$ cat src/rtl/alu_reservation_station.sv
// rtl/alu_reservation_station.sv - ALU issue queue with CDB wakeup and age-ordered select

package alu_rs_pkg;
    typedef struct packed {
        logic [3:0] alu_op;
        logic       use_imm;
        logic       is_branch;
    } control_t;
endpackage

module alu_reservation_station
    import alu_rs_pkg::*;
#(
    parameter int RS_DEPTH        = 4,
    parameter int REG_VAL_WIDTH   = 32,
    parameter int PHYS_REG_WIDTH  = 6,
    parameter int ROB_TAG_WIDTH   = 5,
    parameter int INST_ADDR_WIDTH = 32
) (
    input  logic                       clk,
    input  logic                       reset,
    input  logic                       flush,
    input  logic                       disp_valid,
    output logic                       disp_ready,
    input  logic [PHYS_REG_WIDTH-1:0]  disp_src1_tag,
    input  logic [PHYS_REG_WIDTH-1:0]  disp_src2_tag,
    input  logic                       disp_src1_rdy,
    input  logic                       disp_src2_rdy,
    input  logic [REG_VAL_WIDTH-1:0]   disp_src1_val,
    input  logic [REG_VAL_WIDTH-1:0]   disp_src2_val,
    input  logic [PHYS_REG_WIDTH-1:0]  disp_dst_reg_addr,
    input  control_t                   disp_control,
    input  logic [REG_VAL_WIDTH-1:0]   disp_immediate,
    input  logic [INST_ADDR_WIDTH-1:0] disp_pc,
    input  logic [ROB_TAG_WIDTH-1:0]   disp_inst_tag,
    input  logic                       cdb_valid,
    input  logic [PHYS_REG_WIDTH-1:0]  cdb_addr,
    input  logic [REG_VAL_WIDTH-1:0]   cdb_val,
    input  logic                       alu_ready,
    output logic                       rs_valid,
    output logic [REG_VAL_WIDTH-1:0]   src_reg1_val,
    output logic [REG_VAL_WIDTH-1:0]   src_reg2_val,
    output logic [PHYS_REG_WIDTH-1:0]  dst_reg_addr,
    output control_t                   control,
    output logic [REG_VAL_WIDTH-1:0]   immediate,
    output logic [INST_ADDR_WIDTH-1:0] pc_in,
    output logic [ROB_TAG_WIDTH-1:0]   new_inst_tag_in,
    output logic [$clog2(RS_DEPTH):0]  free_count
);
    localparam int IW = $clog2(RS_DEPTH);
    localparam int CW = IW + 1;

    // Entry storage
    logic [RS_DEPTH-1:0]        valid_q;
    logic [RS_DEPTH-1:0]        s1_rdy_q;
    logic [RS_DEPTH-1:0]        s2_rdy_q;
    logic [PHYS_REG_WIDTH-1:0]  s1_tag_q [RS_DEPTH];
    logic [PHYS_REG_WIDTH-1:0]  s2_tag_q [RS_DEPTH];
    logic [REG_VAL_WIDTH-1:0]   s1_val_q [RS_DEPTH];
    logic [REG_VAL_WIDTH-1:0]   s2_val_q [RS_DEPTH];
    logic [PHYS_REG_WIDTH-1:0]  dst_q    [RS_DEPTH];
    control_t                   ctrl_q   [RS_DEPTH];
    logic [REG_VAL_WIDTH-1:0]   imm_q    [RS_DEPTH];
    logic [INST_ADDR_WIDTH-1:0] pc_q     [RS_DEPTH];
    logic [ROB_TAG_WIDTH-1:0]   itag_q   [RS_DEPTH];

    // older_q[i][j] = 1 means entry j is older than entry i
    logic [RS_DEPTH-1:0][RS_DEPTH-1:0] older_q, older_d;

    // Issue register
    logic                       rs_valid_q;
    logic [REG_VAL_WIDTH-1:0]   src_reg1_val_q, src_reg2_val_q, immediate_q;
    logic [PHYS_REG_WIDTH-1:0]  dst_reg_addr_q;
    control_t                   control_q;
    logic [INST_ADDR_WIDTH-1:0] pc_in_q;
    logic [ROB_TAG_WIDTH-1:0]   new_inst_tag_in_q;

    logic [RS_DEPTH-1:0] eligible, issue_oh, issue_clr, disp_oh;
    logic [IW-1:0]       issue_idx;
    logic [CW-1:0]       free_cnt;
    logic                issue_fire, disp_fire;
    logic                disp1_rdy, disp2_rdy;
    logic [REG_VAL_WIDTH-1:0] disp1_val, disp2_val;

    // Pick the eligible entry that has no older eligible entry
    always_comb begin
        eligible  = valid_q & s1_rdy_q & s2_rdy_q;
        issue_oh  = '0;
        issue_idx = '0;
        for (int i = 0; i < RS_DEPTH; i++) begin
            if (eligible[i] && ((older_q[i] & eligible) == '0)) begin
                issue_oh[i] = 1'b1;
                issue_idx   = IW'(i);
            end
        end
    end

    // Lowest free slot for dispatch and the count of free slots
    always_comb begin
        disp_oh  = '0;
        free_cnt = CW'(RS_DEPTH);
        for (int i = RS_DEPTH - 1; i >= 0; i--) begin
            if (!valid_q[i]) begin
                disp_oh    = '0;
                disp_oh[i] = 1'b1;
            end else begin
                free_cnt = free_cnt - 1'b1;
            end
        end
    end

    assign free_count = free_cnt;
    assign disp_ready = (free_cnt != '0);
    assign disp_fire  = disp_valid && disp_ready && !flush;
    // Uses only registered rs_valid_q, so no combinational path alu_ready -> rs_valid
    assign issue_fire = alu_ready && !rs_valid_q && (|eligible) && !flush;
    assign issue_clr  = issue_fire ? issue_oh : '0;

    // Same-cycle CDB bypass for operands arriving with dispatch
    assign disp1_rdy = disp_src1_rdy || (cdb_valid && (disp_src1_tag == cdb_addr));
    assign disp2_rdy = disp_src2_rdy || (cdb_valid && (disp_src2_tag == cdb_addr));
    assign disp1_val = disp_src1_rdy ? disp_src1_val : cdb_val;
    assign disp2_val = disp_src2_rdy ? disp_src2_val : cdb_val;

    // Age matrix next state: freed column cleared, new row marks all survivors older
    always_comb begin
        older_d = '0;
        for (int i = 0; i < RS_DEPTH; i++) begin
            older_d[i] = older_q[i] & ~issue_clr;
            if (disp_fire && disp_oh[i]) begin
                older_d[i] = valid_q & ~issue_clr;
            end
        end
    end

    // Entry state: free on issue, capture CDB wakeups, write dispatched entry
    always_ff @(posedge clk or posedge reset) begin
        if (reset) begin
            valid_q  <= '0;
            s1_rdy_q <= '0;
            s2_rdy_q <= '0;
            older_q  <= '0;
            for (int i = 0; i < RS_DEPTH; i++) begin
                s1_tag_q[i] <= '0;
                s2_tag_q[i] <= '0;
                s1_val_q[i] <= '0;
                s2_val_q[i] <= '0;
                dst_q[i]    <= '0;
                ctrl_q[i]   <= '0;
                imm_q[i]    <= '0;
                pc_q[i]     <= '0;
                itag_q[i]   <= '0;
            end
        end else if (flush) begin
            valid_q <= '0;
            older_q <= '0;
        end else begin
            older_q <= older_d;
            for (int i = 0; i < RS_DEPTH; i++) begin
                if (issue_clr[i]) begin
                    valid_q[i] <= 1'b0;
                end
                if (cdb_valid && valid_q[i] && !s1_rdy_q[i] && (s1_tag_q[i] == cdb_addr)) begin
                    s1_rdy_q[i] <= 1'b1;
                    s1_val_q[i] <= cdb_val;
                end
                if (cdb_valid && valid_q[i] && !s2_rdy_q[i] && (s2_tag_q[i] == cdb_addr)) begin
                    s2_rdy_q[i] <= 1'b1;
                    s2_val_q[i] <= cdb_val;
                end
                if (disp_fire && disp_oh[i]) begin
                    valid_q[i]  <= 1'b1;
                    s1_rdy_q[i] <= disp1_rdy;
                    s2_rdy_q[i] <= disp2_rdy;
                    s1_tag_q[i] <= disp_src1_tag;
                    s2_tag_q[i] <= disp_src2_tag;
                    s1_val_q[i] <= disp1_val;
                    s2_val_q[i] <= disp2_val;
                    dst_q[i]    <= disp_dst_reg_addr;
                    ctrl_q[i]   <= disp_control;
                    imm_q[i]    <= disp_immediate;
                    pc_q[i]     <= disp_pc;
                    itag_q[i]   <= disp_inst_tag;
                end
            end
        end
    end

    // Issue register: one-cycle rs_valid pulse, payload held between issues
    always_ff @(posedge clk or posedge reset) begin
        if (reset) begin
            rs_valid_q        <= 1'b0;
            src_reg1_val_q    <= '0;
            src_reg2_val_q    <= '0;
            dst_reg_addr_q    <= '0;
            control_q         <= '0;
            immediate_q       <= '0;
            pc_in_q           <= '0;
            new_inst_tag_in_q <= '0;
        end else if (issue_fire) begin
            rs_valid_q        <= 1'b1;
            src_reg1_val_q    <= s1_val_q[issue_idx];
            src_reg2_val_q    <= s2_val_q[issue_idx];
            dst_reg_addr_q    <= dst_q[issue_idx];
            control_q         <= ctrl_q[issue_idx];
            immediate_q       <= imm_q[issue_idx];
            pc_in_q           <= pc_q[issue_idx];
            new_inst_tag_in_q <= itag_q[issue_idx];
        end else begin
            rs_valid_q <= 1'b0;
        end
    end

    assign rs_valid        = rs_valid_q;
    assign src_reg1_val    = src_reg1_val_q;
    assign src_reg2_val    = src_reg2_val_q;
    assign dst_reg_addr    = dst_reg_addr_q;
    assign control         = control_q;
    assign immediate       = immediate_q;
    assign pc_in           = pc_in_q;
    assign new_inst_tag_in = new_inst_tag_in_q;

endmodule

$ cat config.mk
export PLATFORM = sky130hd
export DESIGN_NAME = alu_reservation_station
export DESIGN_NICKNAME = d
export VERILOG_FILES = /design/src/rtl/alu_reservation_station.sv
export SDC_FILE = /design/constraint.sdc
export NUM_CORES = 2
export LEC_CHECK = 0
export CORE_MARGIN = 2
export CORE_UTILIZATION = 55
export CTS_BUF_LIST = sky130_fd_sc_hd__clkbuf_4 sky130_fd_sc_hd__clkbuf_8 sky130_fd_sc_hd__clkbuf_16
export DETAILED_ROUTE_END_ITERATION = 8
export PLACE_DENSITY = 0.77
export SLEW_MARGIN = 20
export SYNTH_ARGS = -nofsm -noshare
export SYNTH_HDL_FRONTEND = slang
export SYNTH_SLANG_ARGS = --single-unit
$ cat constraint.sdc
create_clock -name clk -period 51.5 [get_ports clk]
set_clock_uncertainty 0.2 [all_clocks]
set_input_delay 5.15 -clock clk [delete_from_list [all_inputs] [get_ports clk]]
set_output_delay 5.15 -clock clk [all_outputs]
set_load 0.05 [all_outputs]
==> results.tsv <==
metric	value	unit
status	complete, no violations	
dieArea	68000	um^2
async_flop_share	100	%
cts_made_buffers	83	
hold_path_end	imm_q[76]$_DFFE_PP0P_	
path_cells	fa_1 > inv_1 > ha_1 > xnor2_4 > a22oi_1 > clkdlybuf4s50_1	
portBuffers	352	
ir_drop	0.0375	mV
setup.worst_path.end_class	primary output	
synth.ff_latch_count	802	
multiInputGateArea	14500	um^2
final.min_clock_period	9250	ps
syn_area_per_cell	10.1	um^2
holdCritStartpoint	imm_q[76]$_DFFE_PP0P_	
die_y	261	um
cts_root_buf	clkbuf_16	
n_fill_cell	5101	
cap_violations	0	
dr.pass1.iters	6	
hold_violations	0	
regArea	20100	um^2
fmax	0.108	GHz
synth-edff-count	0	
cts_setup_buffers	0	
synth_flop_cell	dfrtp_1	
drt_iter0_drc	3700	
cts_tree	done	
whs_path_depth	2	
place_hpwl	62.3	mm
path_buf_inv	2	
drive_above_1_share	11.1	%
path_delay_family	adder cells	
crit_type	flip-flop to primary output	
cts_resized	0	
setup-tns-final	0	ps
rr_worst_depth	9	
drc	0	
worst_pin_slew	1240	ps
clock_path_buffers	3	
cellPowerDensity	51.3	nW/um^2
r2r-start	valid_q[1]$_DFFE_PP0P_	
synth_fa_ha_area_share	0.228	%
synth_xor_area_share	1.62	%
reg2reg_slack	47060	ps
p_leak	19.4	nW
htree_levels	3	
arrival	3900	ps
floorplan.initialDensity	55.3	%
cts_hold_buf	0	
gp_congestion	0.835	
synth_cells	3585	
via_count	29855	
max_slew_margin	17.2	%
fin_nets	4005	
r2r_end	s2_val_q[41]$_DFFE_PP0P_	
worstSetupStartpointType	flip-flop	
postRouteAntennaNets	0	
synthSimpleGateAreaFrac	15.0	%
syn_nets	3794	
netlist_area	36300	um^2
synth-seq-area-share	55.4	%
syn2layout_area_growth	18.2	%
hold_path_class	flip-flop to flip-flop	
antenna_found_initial	5	
grt_pass1_vias	29706	
yosysWarnings	0	
ioPinCount	353	
wl_per_cell	23.7	um
ys_types	63	
cp_max_fo	16	
clock-sinks	802	
grt_start_max_net_pins	168	
overflow	0	
clkSlewWorstSetupHoldPaths	60	ps
synth_compound_area_share	15.0	%
rsz0062_at_grt	no	
core_area	65500	um^2
grt_first_pass_wirelength	172	mm
synth_top_family_by_area	compound AO/OA/AOI/OAI gates	
rows	94	
setup_viol	0	
cp_data_required_time	46150	ps
min_period_over_period	18.0	%
crit_slowest_cell	clkdlybuf4s50_1	
fp.dieW	261	um
drv_slew	0	
finalWirelength	112	mm
track_usage	32.5	%
finalCoreUtilization	65.4	%
max_stage_delay	880	ps
vias_per_cell	6.32	
insertion_delay	640	ps
synthMuxAreaShare	7.50	%
-- where the power goes --
| part | switching (W) | internal (W) | total [W] | leakage, nW |
|---|---|---|---|---|
| Combinational | 0.000397 | 0.000261 | 0.000658 | 8.14 |
| Sequential | 0.000116 | 0.000807 | 0.000923 | 9.84 |
| Clock | 0.000251 | 0.000366 | 0.000617 | 1.42 |
| Total | 0.000765 | 0.00143 | 0.00220 | 19.4 |
-- stage by stage --
step	hold WS, ps	cells	setup WS (ps)	total power (W)	cell area (um^2)
after CTS	271	4718	42290	0.00220	42800
after global placement	253	4572	42480	0.00156	40000
after detailed placement	255	4573	42480	0.00158	40000
after global routing	291	4723	42180	0.00229	42800
after floorplan	238	3585	23630	0.00135	36300
final	264	4727	42250	0.00220	42900
-- kinds of logic (layout without fill, tap and decap cells) --
| kind of cell | after synthesis | after routing |
|---|---|---|
| AO/OA/AOI/OAI | 723 | 723 |
| adder cells (fa/ha/maj) | 6 | 6 |
| other | 0 | 7 |
| multiplexers | 241 | 241 |
| buffers and inverters | 387 | 658 |
| XOR/XNOR | 64 | 64 |
| AND/OR/NAND/NOR | 1362 | 1362 |
| flip-flops | 802 | 802 |
-- Yosys cell counts, drive strengths merged, types with 3 or more instances --
cell	n	area share (%)
nand3b	4	0.083
nand2	1075	11
dfrtp	802	55
ha	5	0.17
a21boi	5	0.13
o21ai	6	0.093
nor2	157	1.7
buf	198	3.2
xnor2	44	1.1
o32ai	129	3.1
xor2	20	0.50
nor2b	3	0.072
nor4	12	0.33
nand3	5	0.069
a221oi	64	1.7
o211ai	4	0.083
nor3b	3	0.062
nor3	72	1.0
nand4	20	0.35
clkbuf	81	0.86
a31oi	145	2.5
o221a	64	2.0
a22oi	146	3.0
and4b	3	0.083
a21o	8	0.17
mux2	240	7.5
a21oi	144	2.0
inv	108	1.1
-- worst reg2reg max path, delay by kind of cell, from the launching register on --
kind,cells,cell delay [ps]
compound gates,3,640
xor+xnor,1,280
fa+ha+maj,2,1060
buf+inv,3,1610
flops,1,600
-- cell type report --
type / instances / area share (%)
sequential: 802 / 46.8
multi-input combinational: 2396 / 33.8
timing repair buffer: 405 / 9.36
clock buffer: 120 / 5.92
tap: 864 / 2.52
inverter: 108 / 0.964
clock inverter: 25 / 0.607
antenna: 7 / 0.0409
-- layer usage --
metal / GRT usage [%] / part of all wire, % / vias to the layer above
li1: - / - / 12929
met1: 45.2 / 40 / 14890
met2: 49.8 / 46 / 1718
met3: 6.93 / 10 / 314
met4: 13.6 / 3.7 / 4
met5: 0 / 0.024 / -
-- registers in the layout, indices dropped and copies added (netlist names), 32 cells and up --
signal        count
imm_q           128
pc_q            128
s1_val_q        128
s2_val_q        128
immediate        32
pc_in            32
src_reg1_val     32
src_reg2_val     32
-- cells in the final DEF, fill, tap and decap left out, drive strengths merged, types with 2 or more instances in the layout --
| cell type | count |
|---|---|
| a211oi | 2 |
| a21boi | 5 |
| a21o | 8 |
| a21oi | 144 |
| a221oi | 64 |
| a22oi | 146 |
| a2bb2oi | 2 |
| a31oi | 145 |
| and3 | 2 |
| and4 | 2 |
| and4b | 3 |
| buf | 53 |
| bufinv | 5 |
| clkbuf | 120 |
| clkdlybuf4s50 | 352 |
| clkinv | 17 |
| dfrtp | 802 |
| diode | 7 |
| ha | 5 |
| inv | 110 |
| mux2 | 240 |
| nand2 | 1075 |
| nand3 | 5 |
| nand3b | 4 |
| nand4 | 20 |
| nor2 | 157 |
| nor2b | 3 |
| nor3 | 72 |
| nor3b | 3 |
| nor4 | 12 |
| o211ai | 4 |
| o21a | 2 |
| o21ai | 6 |
| o221a | 64 |
| o32ai | 129 |
| xnor2 | 44 |
| xor2 | 20 |
-- worst max-delay path by stage --
stage | to | cells past startpoint | startpoint
2_1_floorplan | control[0]$_DFFE_PP0P_ | 1 | reset
3_3_place_gp | itag_q[2]$_DFFE_PP0P_ | 5 | reset
3_5_place_dp | new_inst_tag_in[2]$_DFFE_PP0P_ | 5 | reset
4_1_cts | disp_ready | 6 | valid_q[1]$_DFFE_PP0P_
5_1_grt | disp_ready | 6 | valid_q[1]$_DFFE_PP0P_
6_report | disp_ready | 6 | valid_q[1]$_DFFE_PP0P_
Note: power is estimated with default switching activity, not from simulation.
